**src/rtl/rle_decompressor.sv**
```systemverilog
// ----------------------------------------------------------------------------
// rle_decompressor
//
// Expands a compressed stream of (count, value) byte pairs into individual
// bytes. Each expanded byte is presented with a sequential RAM write address
// to the decompressed-data input of the RAM write multiplexer. A count byte of
// zero ends the stream. A run also ends when the last RAM address has been
// written.
//
// Ports:
//    clk_i          sole clock, rising edge
//    rst_i          synchronous active-high reset
//    start_i        arms a new run; honoured only in IDLE or DONE
//    in_data_i      compressed stream byte
//    in_valid_i     in_data_i is valid
//    in_ready_o     block accepts in_data_i this cycle
//    out_data_o     decompressed byte (DataInDecompressed of the mux)
//    out_addr_o     RAM write address for out_data_o
//    out_valid_o    out_data_o / out_addr_o are valid
//    out_ready_i    downstream accepts the output this cycle
//    done_o         run finished
//    overflow_o     run truncated because RAM filled; sticky until start/reset
//    word_count_o   bytes written since the last start
// ----------------------------------------------------------------------------
module rle_decompressor #(
   parameter int DEPTH  = 1024,
   parameter int ADDR_W = 10
) (
   input  logic              clk_i,
   input  logic              rst_i,
   input  logic              start_i,
   input  logic [7:0]        in_data_i,
   input  logic              in_valid_i,
   output logic              in_ready_o,
   output logic [7:0]        out_data_o,
   output logic [ADDR_W-1:0] out_addr_o,
   output logic              out_valid_o,
   input  logic              out_ready_i,
   output logic              done_o,
   output logic              overflow_o,
   output logic [ADDR_W:0]   word_count_o
);

   typedef enum logic [2:0] {
      IDLE,
      GET_COUNT,
      GET_VALUE,
      EMIT,
      DONE
   } state_t;

   localparam logic [ADDR_W-1:0] LAST_ADDR = ADDR_W'(DEPTH - 1);

   state_t            state_q;
   logic [7:0]        remaining_q;
   logic [7:0]        value_q;
   logic [ADDR_W-1:0] outAddr_q;
   logic [ADDR_W:0]   wordCount_q;
   logic              inReady_q;
   logic              outValid_q;
   logic              done_q;
   logic              overflow_q;

   logic [ADDR_W-1:0] addrInc_d;
   logic [ADDR_W:0]   wordInc_d;
   logic [7:0]        remDec_d;

   // Incremented/decremented copies of the counters used by the EMIT state.
   assign addrInc_d = outAddr_q + ADDR_W'(1);
   assign wordInc_d = wordCount_q + (ADDR_W + 1)'(1);
   assign remDec_d  = remaining_q - 8'd1;

   // Whole controller in one clocked block. The handshake flags (inReady_q,
   // outValid_q, done_q) are updated together with the state so they are
   // pure flops and never depend combinationally on in_valid_i/out_ready_i.
   // When the final RAM address is written the address register is left at
   // DEPTH-1 instead of being incremented, so it cannot wrap to zero when
   // DEPTH equals 2^ADDR_W; word_count still records the full byte count.
   always_ff @(posedge clk_i) begin
      if (rst_i) begin
         state_q     <= IDLE;
         remaining_q <= 8'd0;
         value_q     <= 8'd0;
         outAddr_q   <= '0;
         wordCount_q <= '0;
         inReady_q   <= 1'b0;
         outValid_q  <= 1'b0;
         done_q      <= 1'b0;
         overflow_q  <= 1'b0;
      end else begin
         case (state_q)
            IDLE, DONE: begin
               if (start_i) begin
                  outAddr_q   <= '0;
                  wordCount_q <= '0;
                  overflow_q  <= 1'b0;
                  inReady_q   <= 1'b1;
                  done_q      <= 1'b0;
                  state_q     <= GET_COUNT;
               end
            end

            GET_COUNT: begin
               if (in_valid_i) begin
                  if (in_data_i == 8'd0) begin
                     inReady_q <= 1'b0;
                     done_q    <= 1'b1;
                     state_q   <= DONE;
                  end else begin
                     remaining_q <= in_data_i;
                     state_q     <= GET_VALUE;
                  end
               end
            end

            GET_VALUE: begin
               if (in_valid_i) begin
                  value_q    <= in_data_i;
                  inReady_q  <= 1'b0;
                  outValid_q <= 1'b1;
                  state_q    <= EMIT;
               end
            end

            EMIT: begin
               if (out_ready_i) begin
                  wordCount_q <= wordInc_d;
                  remaining_q <= remDec_d;
                  if (outAddr_q == LAST_ADDR) begin
                     outValid_q <= 1'b0;
                     done_q     <= 1'b1;
                     overflow_q <= (remaining_q > 8'd1);
                     state_q    <= DONE;
                  end else begin
                     outAddr_q <= addrInc_d;
                     if (remaining_q == 8'd1) begin
                        outValid_q <= 1'b0;
                        inReady_q  <= 1'b1;
                        state_q    <= GET_COUNT;
                     end
                  end
               end
            end

            default: begin
               inReady_q  <= 1'b0;
               outValid_q <= 1'b0;
               done_q     <= 1'b0;
               state_q    <= IDLE;
            end
         endcase
      end
   end

   assign in_ready_o   = inReady_q;
   assign out_valid_o  = outValid_q;
   assign done_o       = done_q;
   assign overflow_o   = overflow_q;
   assign out_data_o   = value_q;
   assign out_addr_o   = outAddr_q;
   assign word_count_o = wordCount_q;

endmodule

```
**config.mk**
```make
export PLATFORM = sky130hd
export DESIGN_NAME = rle_decompressor
export DESIGN_NICKNAME = d
export VERILOG_FILES = /design/src/rtl/rle_decompressor.sv
export SDC_FILE = /design/constraint.sdc
export NUM_CORES = 1
export LEC_CHECK = 0
export ABC_CLOCK_PERIOD_IN_PS = 1990
export CORE_MARGIN = 3
export CORE_UTILIZATION = 52
export DETAILED_ROUTE_END_ITERATION = 16
export GPL_TIMING_DRIVEN = 1
export PLACE_DENSITY = 0.8
export SKIP_LAST_GASP = 1
export SLEW_MARGIN = 20
export SYNTH_ARGS = -nofsm -noshare
export SYNTH_HDL_FRONTEND = slang
export SYNTH_SLANG_ARGS = --single-unit
```
**constraint.sdc**
```tcl
create_clock -name clk_i -period 1.99 [get_ports clk_i]
set_clock_uncertainty 0.1 [all_clocks]
set_input_delay 0.398 -clock clk_i [delete_from_list [all_inputs] [get_ports clk_i]]
set_output_delay 0.398 -clock clk_i [all_outputs]
set_load 0.02 [all_outputs]
```
==> Yosys cells after proc, flatten, opt, wreduce, memory -nomap -nowiden <==
Index checks and enable logic that the tools add are counted.
{ "totals": {"output_inout_bits": 33, "in_bits": 13, "elab_cells": 87, "regBits": 44} }
{ "op_classes": {"n_lt_le_gt_ge": 1, "muxes": 41, "n_bitwise": 2, "reduce_logical": 15, "eq_ne": 16, "add_sub_neg": 3} }
{ "op_table": {"columns": ["operator", "count"], "rows": [
  ["two-way mux 10 bit", 3],
  ["two-way mux 8 bit", 3],
  ["two-way mux 11 bit", 2],
  ["one-hot mux 11 bit (2 select lines)", 1],
  ["two-way mux 3 bit", 7],
  ["one-hot mux 10 bit (2 select lines)", 1],
  ["two-way mux 1 bit", 18],
  ["!= test 2 bit (second input constant)", 9],
  ["one-hot mux 8 bit (2 select lines)", 1],
  ["AND reduction 4 bit", 4],
  ["one-hot mux 3 bit (4 select lines)", 1],
  ["adder 11 x 1 -> 11 bit (second input constant)", 1],
  ["adder 10 x 1 -> 10 bit (second input constant)", 1],
  ["equality test 10 bit (second input constant)", 1],
  ["equality test 8 x 1 -> 1 bit (second input constant)", 1],
  ["greater-than comparator 8 x 1 -> 1 bit (second input constant)", 1],
  ["zero test 8 bit", 1],
  ["one-hot mux 1 bit (4 select lines)", 2],
  ["subtractor 8 x 1 -> 8 bit (second input constant)", 1],
  ["AND reduction 7 bit", 1],
  ["equality test 3 x 2 -> 1 bit (second input constant)", 2],
  ["AND reduction 6 bit", 1],
  ["AND reduction 5 bit", 1],
  ["nonzero test 2 bit", 2],
  ["other kinds (11)", 12]
]} }

==> Depth between registers and ports, before layout <==
Gate-level depths: netlist of the first run.
{ "logic_depth": {"word_depth": 5, "depth_mapped": 7, "depth_no_buf": 5} }

==> Worst setup path before layout of the first run <==
No wires, ideal clock.
{ "synth_path": {"path_kind": "register to register", "from": "register outAddr_q[0] (netlist: out_addr_o[0])", "to": "register state_q[2]", "path_slack_ns": 0.004, "synth_period_minus_slack_ns": 1.986, "stages_incl_launch_ff": 6, "path_buffers": 0, "t_required_ns": 1.769, "arrival_time_ns": 1.765, "setup_time_ns": 0.121, "cell_sequence": "dfxtp_1 > ha_1 > nand2_1 > or3_1 > a21boi_1 > mux2_2"} }
{ "synth_between": {"elab_chain_len": 4, "word_cells_on_any_way": 6, "classes_between": "2 x eq/ne; 3 x mux; 1 x reduce/logical"} }
{ "synth_rtl": {"columns": ["element", "line_no", "rtl"], "rows": [
  ["start, declared", "57", "logic [ADDR_W-1:0] outAddr_q;"],
  ["start signal, assigned", "135", "outAddr_q <= addrInc_d;"],
  ["equality test 10 bit *", "129", "if (outAddr_q == LAST_ADDR) begin"],
  ["two-way mux 3 bit", "129", null],
  ["two-way mux 3 bit", "126", "if (out_ready_i) begin"],
  ["one-hot mux 3 bit (4 select lines)", "91", "case (state_q)"],
  ["end signal, assigned", "99", "state_q <= GET_COUNT;"],
  ["end signal, assigned", "133", "state_q <= DONE;"],
  ["end signal, assigned", "139", "state_q <= GET_COUNT;"],
  ["end, declared", "54", "state_t state_q;"]
]} }
Mark *: on every way between the ends. The rest lies on a longest branch, timed or not. The select of a mux whose other input is x is not followed.
A chain may end at the register's enable or synchronous reset.

==> Worst setup path after layout of the first run <==
{ "layout_path": {"from": "input port out_ready_i", "to": "register wordCount_q[6] (netlist: word_count_o[6])"} }
{ "layout_between": {"elab_chain_len": 2} }
{ "layout_rtl": {"columns": ["element", "line_no", "rtl"], "rows": [
  ["start, declared", "38", "input logic out_ready_i,"],
  ["!= test 2 bit (no source line)", null, null],
  ["AND reduction 3 bit (no source line)", null, null],
  ["end signal, assigned", "127", "wordCount_q <= wordInc_d;"],
  ["end, declared", "58", "logic [ADDR_W:0] wordCount_q;"]
]} }
Every way passes these cells.

==> results of run 1 <==
## cells by family after synthesis
kind of cell,count (synthesis)
compound gates,96
xor+xnor,5
fa+ha+maj,4
buf+inv,24
flops,44
mux,3
simple gates,120
## how the worst min path moves through the flow
stage	end	slack, ns	cells after the start
after floorplan	remaining_q[7]	0.34	2
after global placement	out_data_o[0]	0.35	2
after detailed placement	out_data_o[5]	0.35	2
after CTS	out_data_o[5]	0.36	2
after global routing	out_data_o[1]	0.37	2
final	out_data_o[5]	0.36	2
## critical path, cell delays in order
cell             delay [ns]
clkdlybuf4s50_1        0.50
and4b_1                0.28
buf_4                  0.16
o211ai_1               0.17
or3_1                  0.39
a21oi_1                0.16
## cells in the final DEF (no fill, tap or decap), drive strengths merged, types with 6 or more instances in the layout
master / count
buf: 49
nand3: 12
a221o: 7
a21oi: 35
or4: 8
o31ai: 7
dlymetal6s2s: 6
nand2: 41
dfxtp: 44
o211ai: 7
clkdlybuf4s50: 39
nor2: 12
clkbuf: 8
o21ai: 21
nand4: 6
or3: 10
## cells in the mapped netlist, drive strengths merged, types with 3 or more instances
master,n,share of area
or4,8,0.026
nor2,12,0.018
ha,4,0.021
a211oi,3,0.011
inv,5,0.0077
nand3,12,0.025
nand2,41,0.063
and4,3,0.011
a21oi,35,0.072
nor2b,3,0.0077
nand3b,4,0.014
clkbuf,6,0.0092
o211ai,7,0.027
nor3,4,0.0082
buf,13,0.034
a31oi,3,0.0077
a221o,7,0.029
o31ai,7,0.024
xor2,4,0.014
or3,10,0.026
dfxtp,44,0.36
nand4,6,0.015
nor4,5,0.019
o21ai,21,0.045
## power by group through the flow
stage               combinational [mW]  clock [mW]  sequential, mW
floorplan                        0.683           0            1.11
global placement                  1.14           0            1.10
detailed placement                1.16           0            1.10
CTS                               1.17       0.594            1.08
global route                      1.31       0.625            1.11
finish                            1.19       0.585            1.09
## sequential cells by signal, indices dropped and copies added, names as in the netlist
name          flops
remaining_q       8
out_valid_o       1
out_data_o        8
word_count_o     11
overflow_o        1
in_ready_o        1
out_addr_o       10
state_q           3
done_o            1
## timing repair
| action | CTS | global route |
|---|---|---|
| setup endpoints to repair | 7 | 20 |
| pin swaps | 2 | 6 |
| hold buffers | 0 | 0 |
| cloned | 0 | 0 |
| gates resized for setup | 3 | 14 |
## cell type report
type,count,share of cell area
timing repair buffer,94,0.257
inverter,5,0.00556
multi-input combinational,228,0.430
clock buffer,8,0.0267
tap,52,0.0193
sequential,44,0.262
## metrics by stage
stage	hold WS [ns]	cell area, um^2	power, mW	setup TNS [ns]	setup WS, ns
2_1_floorplan	0.336	2430	1.79	0	0.00449
3_3_place_gp	0.345	3240	2.24	-5.01	-0.298
3_5_place_dp	0.347	3240	2.27	-6.13	-0.406
4_1_cts	0.358	3340	2.85	0	0.00416
5_1_grt	0.373	3370	3.04	-0.141	-0.0397
6_report	0.357	3370	2.87	0	0.0579
## layer usage
metal / GRT usage / wire length [um] / up-vias
li1: - / - / 1276
met1: 0.304 / 2880 / 1263
met2: 0.484 / 3520 / 86
met3: 0.0514 / 356 / 9
met4: 0.0810 / 81 / 0
met5: 0 / 0 / -
==> reports/metrics.cfg, run 1 <==
[synthesis]
synth_top_family_by_area = simple AND/OR/NAND/NOR gates
synthMuxAreaShare = 0.0128
syn_area_per_cell_um2 = 8.23
seq_area_frac_synth = 0.362
synth-xor-area-share = 0.0180
synth_adder_area_share = 0.0206
synth_cell_types = 56
ys_warn_count = 0
ys_async_sr_fraction = 0
syn_area_um2 = 2430
synth_nets = 313
yosys_register_bits = 44
synth_compound_area_frac = 0.262
netlist_instances = 296
yosys.area_share.simple = 0.274
synth_edf_count = 0
yosys_most_used_dff = dfxtp_1

[pwr]
ir_worst_vdd_mv = 0.751
seqPwrFrac = 0.381
p_sw_frac = 0.362
power.leakage_nw = 1.27
powerDensity_nw_per_um2 = 852
power.switching_mw = 1.04
p_int_mw = 1.83
pwr-share-comb = 0.416
clock_power_share = 0.204

[final_layout]
seqCellArea_um2 = 883
multi_input_area_um2 = 1450
finalNonFillerCells = 431
num-fill-cells = 341
utilization = 0.759
nets = 395
drive_above_1_share = 0.193
syn2layout_area_growth_pct = 38.5
antennaDiodeCount = 0

[routing]
drt_iter0_drc = 158
wl_um = 6840
drcViolationCount = 0
wire_per_inst_um = 15.9
final_antenna_net_count = 0
detailroute.via_count = 2634
dr.pass1.iters = 5
viasPerCell = 6.11

[clock_tree]
clock_latency_ns = 0.30
clk_pin_slew_worst_paths_ns = 0.08
postCtsSetupBuffers = 0
root_buffer = clkbuf_8
cts.path.max_buffers = 2
cts_buffers = 5
cts_tree = yes
clkSinkCount = 44
cts-htree-levels = 2

[worst_setup_path]
cp_max_fo = 6
critical_path_class = primary input to flip-flop
crit_path_end = word_count_o[6]
end_kind = flip-flop
start_kind = primary input
crit_start = out_ready_i
rr_worst_depth = 4
cp.arrival_ns = 2.06
r2r_end = state_q[2]
worstPathRequired_ns = 2.12
rrSetupSlack_ns = 0.12
r2r-start = out_addr_o[5]

[floorplanning]
core-area_um2 = 4440
ios = 46
rows = 24
start_util = 0.548
fp.dieH_um = 74.4
die_area_um2 = 5540
die_w_um = 74.4

[global_routing]
grt_pass1_vias = 2514
grt_max_degree = 23
antenna_found_initial = 0
grt_pass1_wl_um = 11300
track_usage = 0.263
grt.overflow.total = 0

[outcome]
status = completed

[min_path]
min_from = out_data_o[5]
hold_class = flip-flop to flip-flop

[flow_run]
cap_violations = 0

[place]
place_inst = 423
globalplace.congestion = 0.889
hpwl_um = 5160
io_buffers = 45

[timing]
final.period_utilization = 0.971
fin_crit_ns = 1.93
grt_setup_unrepaired = true
finalSetupViolCount = 0
final-hold-violation-count = 0
max_freq_ghz = 0.518
drv_slew = 0
maxSlewHeadroom = 0.639
worst_pin_slew_ns = 0.540

(Power assumes the default switching activity.)
==> run 2: changes to the inputs <==
- TNS_END_PERCENT: default -> 100
==> results of run 2 <==
The final DEF is identical to that of run 1; final timing and power are the same.
==> run 3: changes to the inputs <==
- SKIP_CTS_REPAIR_TIMING: default -> 1
==> run 3 against run 2 <==
Routed wire length rose by 1.1%. Critical endpoint is now state_q[2]. Largest power group unchanged. Count of clock-buffer cells in the layout unchanged. Clock power decreased by 1%. Register-to-register slack got worse by 0.03 ns.
==> reports/metrics.cfg, run 3 (same netlist as run 1, synthesis figures left out) <==
[outcome]
status = completed

[final_layout]
antennaDiodeCount = 0
final_cell_mix = buf_4 (46), dfxtp_1 (42), nand2_1 (41)
drive_above_1_share = 0.195
nets = 396
fin_area_um2 = 3380
largest_reg_flops = 11
syn2layout_area_growth_pct = 38.7
layout_commonest_cell = buf_4

[routing]
viasPerCell = 6.21
drt_iter0_drc = 166
wire_per_inst_um = 16.0
wl_um = 6910
detailroute.via_count = 2683
drcViolationCount = 0
final_antenna_net_count = 0
dr.pass1.iters = 5

[floorplanning]
die_area_um2 = 5540
core-area_um2 = 4440
ios = 46
rows = 24
start_util = 0.548
die_w_um = 74.4
fp.dieH_um = 74.4

[worst_setup_path]
r2r_end = in_ready_o
r2r-start = state_q[2]
rr_worst_depth = 4
cp.arrival_ns = 2.04
cp_max_fo = 4
rrSetupSlack_ns = 0.09
start_kind = primary input
crit_path_cell_trace = clkdlybuf4s50_1, buf_4, mux2i_1, a211oi_2, a21boi_1, mux2_2
max_stage_delay_ns = 0.50
worstPathRequired_ns = 2.08
end_kind = flip-flop
cpMaxStageDelayCell = clkdlybuf4s50_1
critical_path_class = primary input to flip-flop

[global_routing]
grt_pass1_vias = 2514
grt.overflow.total = 0
antenna_found_initial = 0
track_usage = 0.263
grt_pass1_wl_um = 11300
grt_max_degree = 23

[timing]
worst_pin_slew_ns = 0.543
maxSlewHeadroom = 0.637
max_freq_ghz = 0.514
finalSetupViolCount = 0
final-hold-violation-count = 0
grt_setup_unrepaired = true
drv_slew = 0
fin_crit_ns = 1.94
final.period_utilization = 0.977

[place]
globalplace.congestion = 0.889
io_buffers = 45
hpwl_um = 5160
placed_area_um2 = 3240

[min_path]
worstHoldEndpoint = remaining_q[7]
whs_path_depth = 2
hold_class = flip-flop to flip-flop
min_from = remaining_q[7]

[pwr]
powerDensity_nw_per_um2 = 854
power.leakage_nw = 1.26
finalPower_mw = 2.89
ir_worst_vdd_mv = 0.786

[clock_tree]
clk_pin_slew_worst_paths_ns = 0.08
clock_latency_ns = 0.30
cts_tree = yes
clkSinkCount = 44
cts-htree-levels = 2
cts_buffers = 5
cts.path.max_buffers = 2
root_buffer = clkbuf_8

[flow_run]
cap_violations = 0

==> run 3: cell count changes in the layout (fill, tap and decap cells not counted), sizes merged <==
cell | previous run | this run
buf | 49 | 50
clkdlybuf4s50 | 39 | 40
dlymetal6s2s | 6 | 5
==> run 3: per-layer routing <==
layer	routed length (um)	vias up	track usage
li1	-	1286	-
met1	2810	1272	0.304
met2	3570	117	0.483
met3	446	8	0.0514
met4	83	0	0.0810
met5	0	-	0
==> run 3: per-stage QoR <==
step,instances,util,hold WS [ns],TNS (ns),setup WS (ns)
3_3_place_gp,423,0.729,0.345,-5.01,-0.298
4_1_cts,431,0.749,0.358,-0.147,-0.0878
2_1_floorplan,296,-,0.336,0,0.00449
3_5_place_dp,423,0.729,0.347,-6.13,-0.406
5_1_grt,432,0.760,0.373,-0.202,-0.0608
6_report,432,0.760,0.357,0,0.0462
==> run 3: layout make-up <==
cell class	count	area (um^2)
clock buffer	8	90.1
timing repair buffer	95	871
inverter	5	18.8
fill	341	1070
multi-input combinational	228	1450
tap	52	65.1
sequential	44	883
==> run 3: worst max path at each step <==
| stage | depth (start not counted) | endpoint | slack [ns] | from |
|---|---|---|---|---|
| floorplan | 5 | state_q[2] | 0.004 | out_addr_o[0] |
| global placement | 6 | in_ready_o | -0.30 | in_data_i[0] |
| detailed placement | 6 | in_ready_o | -0.41 | in_data_i[0] |
| CTS | 6 | in_ready_o | -0.09 | in_data_i[0] |
| global route | 6 | in_ready_o | -0.06 | in_data_i[4] |
| finish | 6 | state_q[2] | 0.05 | out_ready_i |
==> run 3: power breakdown <==
| group | switching [mW] | internal (mW) |
|---|---|---|
| clock | 0.296 | 0.283 |
| sequential | 0.119 | 0.977 |
| combinational | 0.631 | 0.578 |
| total | 1.05 | 1.84 |
==> run 3: worst max-delay path: cells and delay by family <==
family	cells	cell delay [ns]
compound gates	2	0.54
buf+inv	2	0.64
mux	2	0.45
